### src/rtl/freq_meter_pkg.sv
`default_nettype none
// +------------------------------------------------------------------+
// | freq_meter_pkg : shared FSM state type and synchroniser depth     |
// | Rev 1.0                                                          |
// +------------------------------------------------------------------+
package freq_meter_pkg;

  typedef enum logic [1:0] {
    IDLE = 2'd0,
    GATE = 2'd1,
    HOLD = 2'd2
  } state_t;

  localparam int SYNC_STAGES = 2;

endpackage
`default_nettype wire

### src/rtl/sync_edge_det.sv
`default_nettype none
// +------------------------------------------------------------------+
// | sync_edge_det : multi-flop synchroniser plus rising-edge pulse    |
// | Rev 1.0                                                          |
// +------------------------------------------------------------------+
module sync_edge_det
  import freq_meter_pkg::*;
(
  input  logic clk_in,
  input  logic nreset,
  input  logic async_in,
  output logic edge_pulse
);

  logic [SYNC_STAGES-1:0] sync_q;
  logic                   prev_q;

  always_ff @(posedge clk_in or negedge nreset) begin
    if (!nreset) begin
      sync_q <= '0;
      prev_q <= 1'b0;
    end else begin
      sync_q <= {sync_q[SYNC_STAGES-2:0], async_in};
      prev_q <= sync_q[SYNC_STAGES-1];
    end
  end

  assign edge_pulse = sync_q[SYNC_STAGES-1] & ~prev_q;

endmodule
`default_nettype wire

### src/rtl/freq_meter.sv
`default_nettype none
// +------------------------------------------------------------------+
// | freq_meter : counts clk_meas rising edges over a GATE_CYCLES      |
// | window. FREQ_METER_CONT_EN selects continuous re-measurement.     |
// | Rev 1.0                                                          |
// +------------------------------------------------------------------+
module freq_meter
  import freq_meter_pkg::*;
#(
  parameter int GATE_CYCLES = 50000,
  parameter int CNT_W       = 16
) (
  input  logic             clk_in,
  input  logic             nreset,
  input  logic             clk_meas,
  input  logic             start,
  input  logic             meas_ready,
  output logic             meas_valid,
  output logic [CNT_W-1:0] meas_count,
  output logic             meas_ovf,
  output logic             busy
);

  localparam int               GATE_W    = $clog2(GATE_CYCLES);
  localparam logic [GATE_W-1:0] GATE_LAST = GATE_W'(GATE_CYCLES - 1);
  localparam logic [CNT_W-1:0]  CNT_MAX   = '1;

  state_t            state;
  state_t            state_nxt;
  logic [GATE_W-1:0] gate_cnt;
  logic [CNT_W-1:0]  edge_cnt;
  logic [CNT_W-1:0]  edge_cnt_nxt;
  logic              sat;
  logic              sat_nxt;
  logic              edge_pulse;
  logic              gate_done;

  sync_edge_det u_sync_edge_det (
    .clk_in     (clk_in),
    .nreset     (nreset),
    .async_in   (clk_meas),
    .edge_pulse (edge_pulse)
  );

  assign gate_done = (state == GATE) && (gate_cnt == GATE_LAST);

  // Saturating edge count; the current cycle's pulse is folded in so the final gate cycle counts.
  always_comb begin
    edge_cnt_nxt = edge_cnt;
    sat_nxt      = sat;
    if (edge_pulse) begin
      if (edge_cnt == CNT_MAX) begin
        sat_nxt = 1'b1;
      end else begin
        edge_cnt_nxt = edge_cnt + CNT_W'(1);
      end
    end
  end

  always_ff @(posedge clk_in or negedge nreset) begin
    if (!nreset) begin
      state <= IDLE;
    end else begin
      state <= state_nxt;
    end
  end

  always_comb begin
    state_nxt = state;
    case (state)
      IDLE: if (start) state_nxt = GATE;
      GATE: if (gate_done) state_nxt = HOLD;
      HOLD: begin
        if (meas_ready) begin
`ifdef FREQ_METER_CONT_EN
          state_nxt = GATE;
`else
          state_nxt = IDLE;
`endif
        end
      end
      default: state_nxt = IDLE;
    endcase
  end

  // Counters are held clear outside GATE, so every window starts from zero.
  always_ff @(posedge clk_in or negedge nreset) begin
    if (!nreset) begin
      gate_cnt   <= '0;
      edge_cnt   <= '0;
      sat        <= 1'b0;
      meas_count <= '0;
      meas_ovf   <= 1'b0;
    end else if (state != GATE) begin
      gate_cnt <= '0;
      edge_cnt <= '0;
      sat      <= 1'b0;
    end else begin
      gate_cnt <= gate_cnt + GATE_W'(1);
      edge_cnt <= edge_cnt_nxt;
      sat      <= sat_nxt;
      if (gate_done) begin
        meas_count <= edge_cnt_nxt;
        meas_ovf   <= sat_nxt;
      end
    end
  end

  assign meas_valid = (state == HOLD);
  assign busy       = (state != IDLE);

endmodule
`default_nettype wire

### config.mk
export PLATFORM = sky130hd
export DESIGN_NAME = freq_meter
export DESIGN_NICKNAME = d
export VERILOG_FILES = /design/src/rtl/freq_meter_pkg.sv /design/src/rtl/sync_edge_det.sv /design/src/rtl/freq_meter.sv
export SDC_FILE = /design/constraint.sdc
export NUM_CORES = 1
export LEC_CHECK = 0
export ABC_AREA = 0
export CAP_MARGIN = 20
export CORE_ASPECT_RATIO = 1.4
export CORE_MARGIN = 4
export CORE_UTILIZATION = 40
export CTS_BUF_LIST = sky130_fd_sc_hd__clkbuf_16
export CTS_CLUSTER_SIZE = 30
export DETAILED_ROUTE_END_ITERATION = 16
export PLACE_DENSITY = 0.68
export SLEW_MARGIN = 20
export SYNTH_ARGS = -nofsm -noshare
export SYNTH_HDL_FRONTEND = slang
export SYNTH_SLANG_ARGS = --single-unit
### constraint.sdc
create_clock -name clk_in -period 3.44 [get_ports clk_in]
set_input_delay 0.516 -clock clk_in [delete_from_list [all_inputs] [get_ports clk_in]]
set_output_delay 0.516 -clock clk_in [all_outputs]
set_load 0.05 [all_outputs]
Word-level counts from Yosys, hierarchy flattened
Index checks and enable logic that the tools add are counted.
- muxes and demuxes: 11
- bitwise operators: 3
- reduce and logical (&&, ||, !) cells: 5
- $add $sub $neg: 2
- eq/ne operators: 8
- divide/modulo/power cells: 0
- multipliers: 0
- magnitude comparators: 0
- shift operators: 0
- operators with widths (kind ; count):
    2-to-1 mux 16 bit ; 4
    adder 16 x 1 -> 16 bit (second input constant) ; 2
    == test 16 bit (second input constant) ; 2
    2-to-1 mux 2 bit ; 3
    != test 2 bit (second input constant) ; 3
    one-hot mux 2 bit (3 select lines) ; 1
    2-to-1 mux 1 bit ; 3
    AND reduction 3 bit ; 1
    == test 2 x 1 -> 1 bit (second input constant) ; 1
    == test 2 bit (second input constant) ; 1
    zero test 2 bit ; 1
    != test 2 x 1 -> 1 bit (second input constant) ; 1
    inverter 1 bit ; 2
    AND reduction 2 bit ; 1
    nonzero test 2 bit ; 1
    bitwise AND 1 bit ; 1
    logical AND 1 bit ; 1
- RAM bits: 0
- logic and storage cells: 37
- memories kept: 0
- input bits: 5
- bits in registers: 55
- bits in read-only memories: 0
- bits in latches: 0

Longest topological paths before layout
Gate-level depths: netlist of the first run.
- depth in word-level cells: 4
- depth in mapped cells: 7

Cells and area by module
A second synthesis of the first run with hierarchy kept.
- cells, all modules: 252
- area total of the unflattened synthesis: 2557.5 um^2
- modules (own cells, without submodules) (module ; cells an instance ; area each (um^2) ; instances):
    freq_meter ; 248 ; 2468.6 ; 1
    sync_edge_det ; 4 ; 88.8 ; 1

Worst setup path before layout of the first run
Ideal clock, no wire load.
- kind: reg-to-reg
- from: register gate_cnt[12]
- to: register meas_count[2]
- stages on the path, launching flop included: 6
- required time: 3.313 ns
- slack: 1.455 ns
- arrival: 1.858 ns
- path buffers: 1
- cell sequence: dfrtp_1 > or4b_4 > nor4_4 > and2_1 > buf_6 > mux2_1
- cells in the longest elaborated chain, start to end: 3
- RTL lines (element ; line ; RTL):
    start, declared ; freq_meter.sv:30 ; logic [GATE_W-1:0] gate_cnt;
    start signal, assigned ; freq_meter.sv:99 ; gate_cnt <= gate_cnt + GATE_W'(1);
    == test 16 bit ; freq_meter.sv:45 ; assign gate_done = (state == GATE) && (gate_cnt == GATE_LAST);
    logical AND 1 bit ; freq_meter.sv:45 ;
    AND reduction 2 bit (no source line) ; -- ;
    end signal, assigned ; freq_meter.sv:103 ; meas_count <= edge_cnt_nxt;
    end, declared ; freq_meter.sv:19 ; output logic [CNT_W-1:0] meas_count,
No other way between the ends.
A chain may end at the register's enable or synchronous reset.

Worst setup path in the final report of the first run
- from: register gate_cnt[12]
- to: register meas_count[11]
The elaborated chain is that of the path after synthesis.

==> results.yml, run 1 <==
synth:
  synth_cell_types: 40
  synth_top_area_cell: "dfrtp_1"
  synth_top_area_share_pct: 52.4
  synth_area_leaders: "dfrtp_1 52%, a21oi_1 5.5%, xnor2_1 3.3%"
  synth-seq-cells: 55
  synth_area_mm2: 0.00263
  synth.net_count: 264
  yosysWarnings: 0
  yosysSeqAreaShare_pct: 52.4
  avgSynthCellArea_um2: 10.2
  synthesis.instances: 257
detailed_routing:
  wl_mm: 5.65
  drt_iter0_drc: 103
  postRouteAntennaNets: 0
  vias: 2054
  drt-pass1-iter-count: 4
  wire_per_inst_um: 16.0
  drcViolationCount: 0
  routed_via_density: 5.82
layout:
  multi_input_area_mm2: 0.00116
  area_growth_pct: 16.3
  nNetsFinal: 289
  fillers: 580
  regArea_mm2: 0.00138
  num_antenna_cells: 0
  drive_above_1_share_pct: 4.98
  final_cell_count_no_fill: 353
worst_setup_path:
  cp_cell_sequence: "or4b_4 > nor4_4 > buf_4 > and2_1 > buf_4 > a31oi_1"
  slowest_delay_ps: 560
  critical_path_required_ps: 3590
  critPathLaunchType: "flop"
  crit_slowest_cell: "or4b_4"
  worstSetupPathType: "flop to flop"
  cp-end-kind: "flop"
  cp_common_cell: "buf_4"
  arrival_ps: 2530
  critPathMaxFanout: 14
  r2r_cells: 6
clocking:
  cts_root_buffer: "clkbuf_16"
  cts.path.max_buffers: 2
  clk_latency_ps: 290
  cts_buffers: 5
  clk_pin_slew_worst_paths_ps: 60
  cts_resized: 0
  post_cts_buffers: 0
  h-tree-depth: 2
  cts_tree: "built"
  cts_sinks: 55
  cts.hold.buffers_added: 0
place:
  dpl.hpwl_mm: 4.09
  io_buffer_count: 23
  finalWeightedCongestion: 0.875
  place_inst: 347
grt:
  track_usage_pct: 15.0
  met2_usage_pct: 26.6
  grt_pass1_wl_mm: 9.58
  antenna_found_initial: 0
  busiest_layer: "met2"
  met3_usage_pct: 3.21
  grt_max_degree: 39
  grt.overflow.total: 0
  first_global_vias: 2023
  use_met1_pct: 16.9
floorplanning:
  std_cell_rows: 34
  coreArea_mm2: 0.00630
  die_height_um: 104
  initial_core_util_pct: 41.7
  ios: 24
  dieWidth_um: 76.5
  die_area_mm2: 0.00794
power_and_ir_drop:
  max-vdd-ir-drop_uv: 437
  p_leak_nw: 1.25
  power_density_mw_per_mm2: 475
  p_total_mw: 1.45
sta:
  worst_pin_slew_ps: 862
  hold_slack_ps: 335
  rsz0062_at_grt: "false"
  hold_viol: 0
  fin_crit_ps: 2370
  finalCritPeriodShare_pct: 69.0
  fin_skew_ps: 5.78
  relSlewSlack_pct: 42.0
  setup_viol: 0
  fmax_mhz: 421
  slew_viol_final: 0
  fin_tns_setup_ps: 0
run_status:
  outcome: "completed"
hold_path:
  hold_path.class: "primary input to asynchronous set/reset pin"
job:
  drv_cap: 0
## metal layers
metal	wire, um	up-vias
met5	0	-
met4	176	0
met3	159	15
met2	2940	37
met1	2380	1004
li1	-	998
## per-stage QoR
stage | worst slack (ps) | util, % | area, um2
after floorplan | 1450 | - | 2630
after global placement | 1100 | 46.4 | 2920
after detailed placement | 1040 | 46.4 | 2920
after CTS | 1030 | 48.4 | 3050
after global routing | 937 | 48.5 | 3050
final | 1070 | 48.5 | 3050
## registers in the layout, summed over array words and instances, names as in the netlist
signal,cells
edge_cnt,16
gate_cnt,16
meas_count,16
state,2
u_sync_edge_det.sync_q,2
meas_ovf,1
sat,1
u_sync_edge_det.prev_q,1
## placed cells by master (no fill, tap or decap), types with 2 or more instances in the layout
master	n
a31oi_1	9
nand2_1	12
nor4_1	11
or3_1	8
and4_1	4
nor3_1	4
xor2_1	5
nor2b_1	3
a21oi_1	29
or4_1	2
clkdlybuf4s50_1	22
o31a_1	3
mux2_1	3
and2_1	5
xnor2_1	10
dfrtp_1	55
clkbuf_16	5
inv_1	11
buf_4	4
ha_1	2
o21ai_0	6
o31ai_1	2
nand2b_1	3
mux2i_1	4
nand3_1	11
nand4_1	10
nor2_1	19
or4bb_1	2
and3_1	3
nand4b_1	2
## cell usage after synthesis (all sizes together)
cell / number
a211oi: 1
clkbuf: 6
o211ai: 1
buf: 3
or2: 1
o21ai: 6
o32a: 1
nand2: 12
o31a: 3
ha: 2
xnor2: 10
inv: 10
o32ai: 1
a21oi: 29
o31ai: 2
mux2i: 4
nor4: 12
nand2b: 4
and4: 4
nand4b: 2
nor2: 19
mux2: 3
or3: 8
and2: 5
a21o: 1
or4b: 1
a31oi: 9
nand3: 11
and4b: 1
and3: 3
or4: 2
o2111ai: 1
nor3: 4
xor2: 5
dfrtp: 55
nand4: 10
nor2b: 3
or4bb: 2
## worst paths after layout
check	slack, ps	startpoint	end
min in group clk_in	350	u_sync_edge_det.sync_q[0]	u_sync_edge_det.sync_q[1]
worst min-delay path	330	nreset	meas_count[3]
worst max register to register	1070	gate_cnt[12]	meas_count[11]
max in group asynchronous	2340	nreset	meas_ovf
worst max-delay path	1070	gate_cnt[12]	meas_count[11]
worst min register to register	350	u_sync_edge_det.sync_q[0]	u_sync_edge_det.sync_q[1]
## layout make-up
class                           count  area share, %
Sequential cell                    55           45.1
Timing Repair Buffer               27           8.36
Inverter                           10           1.23
Multi-Input combinational cell    183           38.1
Tap cell                           72           2.95
Clock buffer                        5           4.10
Clock inverter                      1          0.123
## power by group
part           total, mW  leakage, nW  switching [mW]  internal [mW]
Combinational      0.182        0.451           0.103         0.0782
Sequential         0.805        0.734          0.0911          0.713
Clock              0.464       0.0669           0.205          0.259
Total               1.45         1.25           0.399           1.05
## critical path, delay by kind of cell, from the launching register on
family | cells | cell delay, ps
flops | 1 | 400
simple gates | 3 | 1240
compound gates | 1 | 100
buf+inv | 2 | 490
## cells by family after synthesis
logic type	synth area share, %
multiplexers	2.81
AO/OA/AOI/OAI	12.3
flip-flops	52.4
XOR/XNOR	5.00
buffers and inverters	3.34
AND/OR/NAND/NOR	23.2
adder cells (fa/ha/maj)	0.953
Note: power is estimated with default switching activity, not from simulation.
==> inputs of run 2 (changes only) <==
clock period = 2.2 ns   (was 3.44 ns; I/O delays follow)
==> run 2 against run 1 <==
  * Cell area grew 3.8%
  * Maximum frequency grew 16%
  * Largest cell class unchanged
  * Cell count grew 2.3%
  * Power grew 74%
  * Critical path depth shrank 1
==> results.yml, run 2 (synthesized netlist as in run 1, its figures left out) <==
floorplanning:
  initial_core_util_pct: 41.7
  die_height_um: 104
  ios: 24
  std_cell_rows: 34
  die_area_mm2: 0.00794
  coreArea_mm2: 0.00630
  dieWidth_um: 76.5
power_and_ir_drop:
  p_total_mw: 2.52
  p_leak_nw: 1.32
  max-vdd-ir-drop_uv: 415
  power_density_mw_per_mm2: 797
worst_setup_path:
  worstSetupPathType: "flop to flop"
  crit_start: "gate_cnt[12]"
  arrival_ps: 2260
  cp-end-kind: "flop"
  critPathMaxFanout: 8
  critPathLaunchType: "flop"
  critical_path_required_ps: 2410
  reg2reg_from: "gate_cnt[12]"
layout:
  nNetsFinal: 295
  final_common_cell: "dfrtp_1"
  drive_above_1_share_pct: 7.27
  num_antenna_cells: 0
  layout_common_cells: "55 x dfrtp_1, 29 x a21oi_1, 22 x clkdlybuf4s50_1"
  area_growth_pct: 20.6
  fillers: 573
  reg_top3: "edge_cnt (16), gate_cnt (16), meas_count (16)"
  final_cell_count_no_fill: 361
grt:
  track_usage_pct: 15.1
  grt_pass1_wl_mm: 9.71
  first_global_vias: 2078
  grt_max_degree: 34
  antenna_found_initial: 0
  grt.overflow.total: 0
detailed_routing:
  postRouteAntennaNets: 0
  routed_via_density: 5.76
  wl_met1_mm: 2.34
  drt_iter0_drc: 82
  vias: 2079
  wl_met2_mm: 2.92
  drt-pass1-iter-count: 4
  top_layer_used: "met4"
  wire_per_inst_um: 15.4
  drcViolationCount: 0
  wl_mm: 5.55
  wl_met3_um: 118
clocking:
  clk_latency_ps: 290
  post_cts_buffers: 0
  cts_buffers: 5
  cts_sinks: 55
  clk_pin_slew_worst_paths_ps: 70
  cts_resized: 0
  cts_tree: "built"
  cts.hold.buffers_added: 0
  cts.path.max_buffers: 2
  h-tree-depth: 2
  cts_root_buffer: "clkbuf_16"
place:
  dpl.hpwl_mm: 4.03
  finalWeightedCongestion: 0.907
  io_buffer_count: 23
  place_inst: 353
run_status:
  outcome: "completed"
sta:
  setup_viol: 0
  fin_skew_ps: 4.52
  fin_crit_ps: 2050
  finalCritPeriodShare_pct: 93.1
  fin_tns_setup_ps: 0
  rsz0062_at_grt: "false"
  worst_pin_slew_ps: 530
  hold_viol: 0
  relSlewSlack_pct: 64.3
  fmax_mhz: 488
  slew_viol_final: 0
hold_path:
  hold_path.class: "primary input to asynchronous set/reset pin"
job:
  drv_cap: 0
## run 2: cell count changes in the layout (fill, tap and decap cells not counted)
cell / change
buf_12: +1
nand2b_2: -1
nand2b_1: +1
bufinv_16: +2
buf_4: +5
## run 2: final cells by class
class | instances | area [um2] | area share [%]
sequential | 55 | 1380 | 43.5
multi-input combinational | 183 | 1160 | 36.7
timing repair buffer | 33 | 313 | 9.88
clock buffer | 5 | 125 | 3.95
tap | 72 | 90.1 | 2.84
clock inverter | 3 | 63.8 | 2.02
inverter | 10 | 37.5 | 1.19
## run 2: per-layer routing
layer / vias up / GRT usage [%]
li1: 1013 / -
met1: 1015 / 17.9
met2: 35 / 25.6
met3: 16 / 3.03
met4: 0 / 7.90
met5: - / 0
## run 2: worst max-delay path: stages (launching register included)
cell	delay, ps
dfrtp_1	400
or4b_4	550
nor4_4	270
and2_1	330
buf_4	240
mux2i_1	190
## run 2: report_power, final
group | switching (mW) | total [mW] | internal, mW
combinational | 0.157 | 0.290 | 0.133
sequential | 0.134 | 1.25 | 1.12
clock | 0.337 | 0.984 | 0.648
## run 2: metrics by stage
stage | hold WS [ps] | util, % | worst slack [ps] | cell area (um2)
final | 16.1 | 50.3 | 151 | 3170
after global placement | 335 | 47.3 | 203 | 2980
after floorplan | 34.4 | - | 215 | 2630
after global routing | 53.9 | 50.3 | 81.8 | 3170
after CTS | 32.2 | 50.3 | 146 | 3170
after detailed placement | 345 | 47.3 | 148 | 2980
## run 2: worst paths after layout
check,endpoint,slack [ps],cells past startpoint
min in group clk_in,u_sync_edge_det.sync_q[1],360,0
hold reg to reg,u_sync_edge_det.sync_q[1],360,0
setup / recovery,meas_count[7],150,5
hold / removal,state[0],20,1
max in group asynchronous,gate_cnt[13],1640,2
setup reg to reg,meas_count[7],150,5
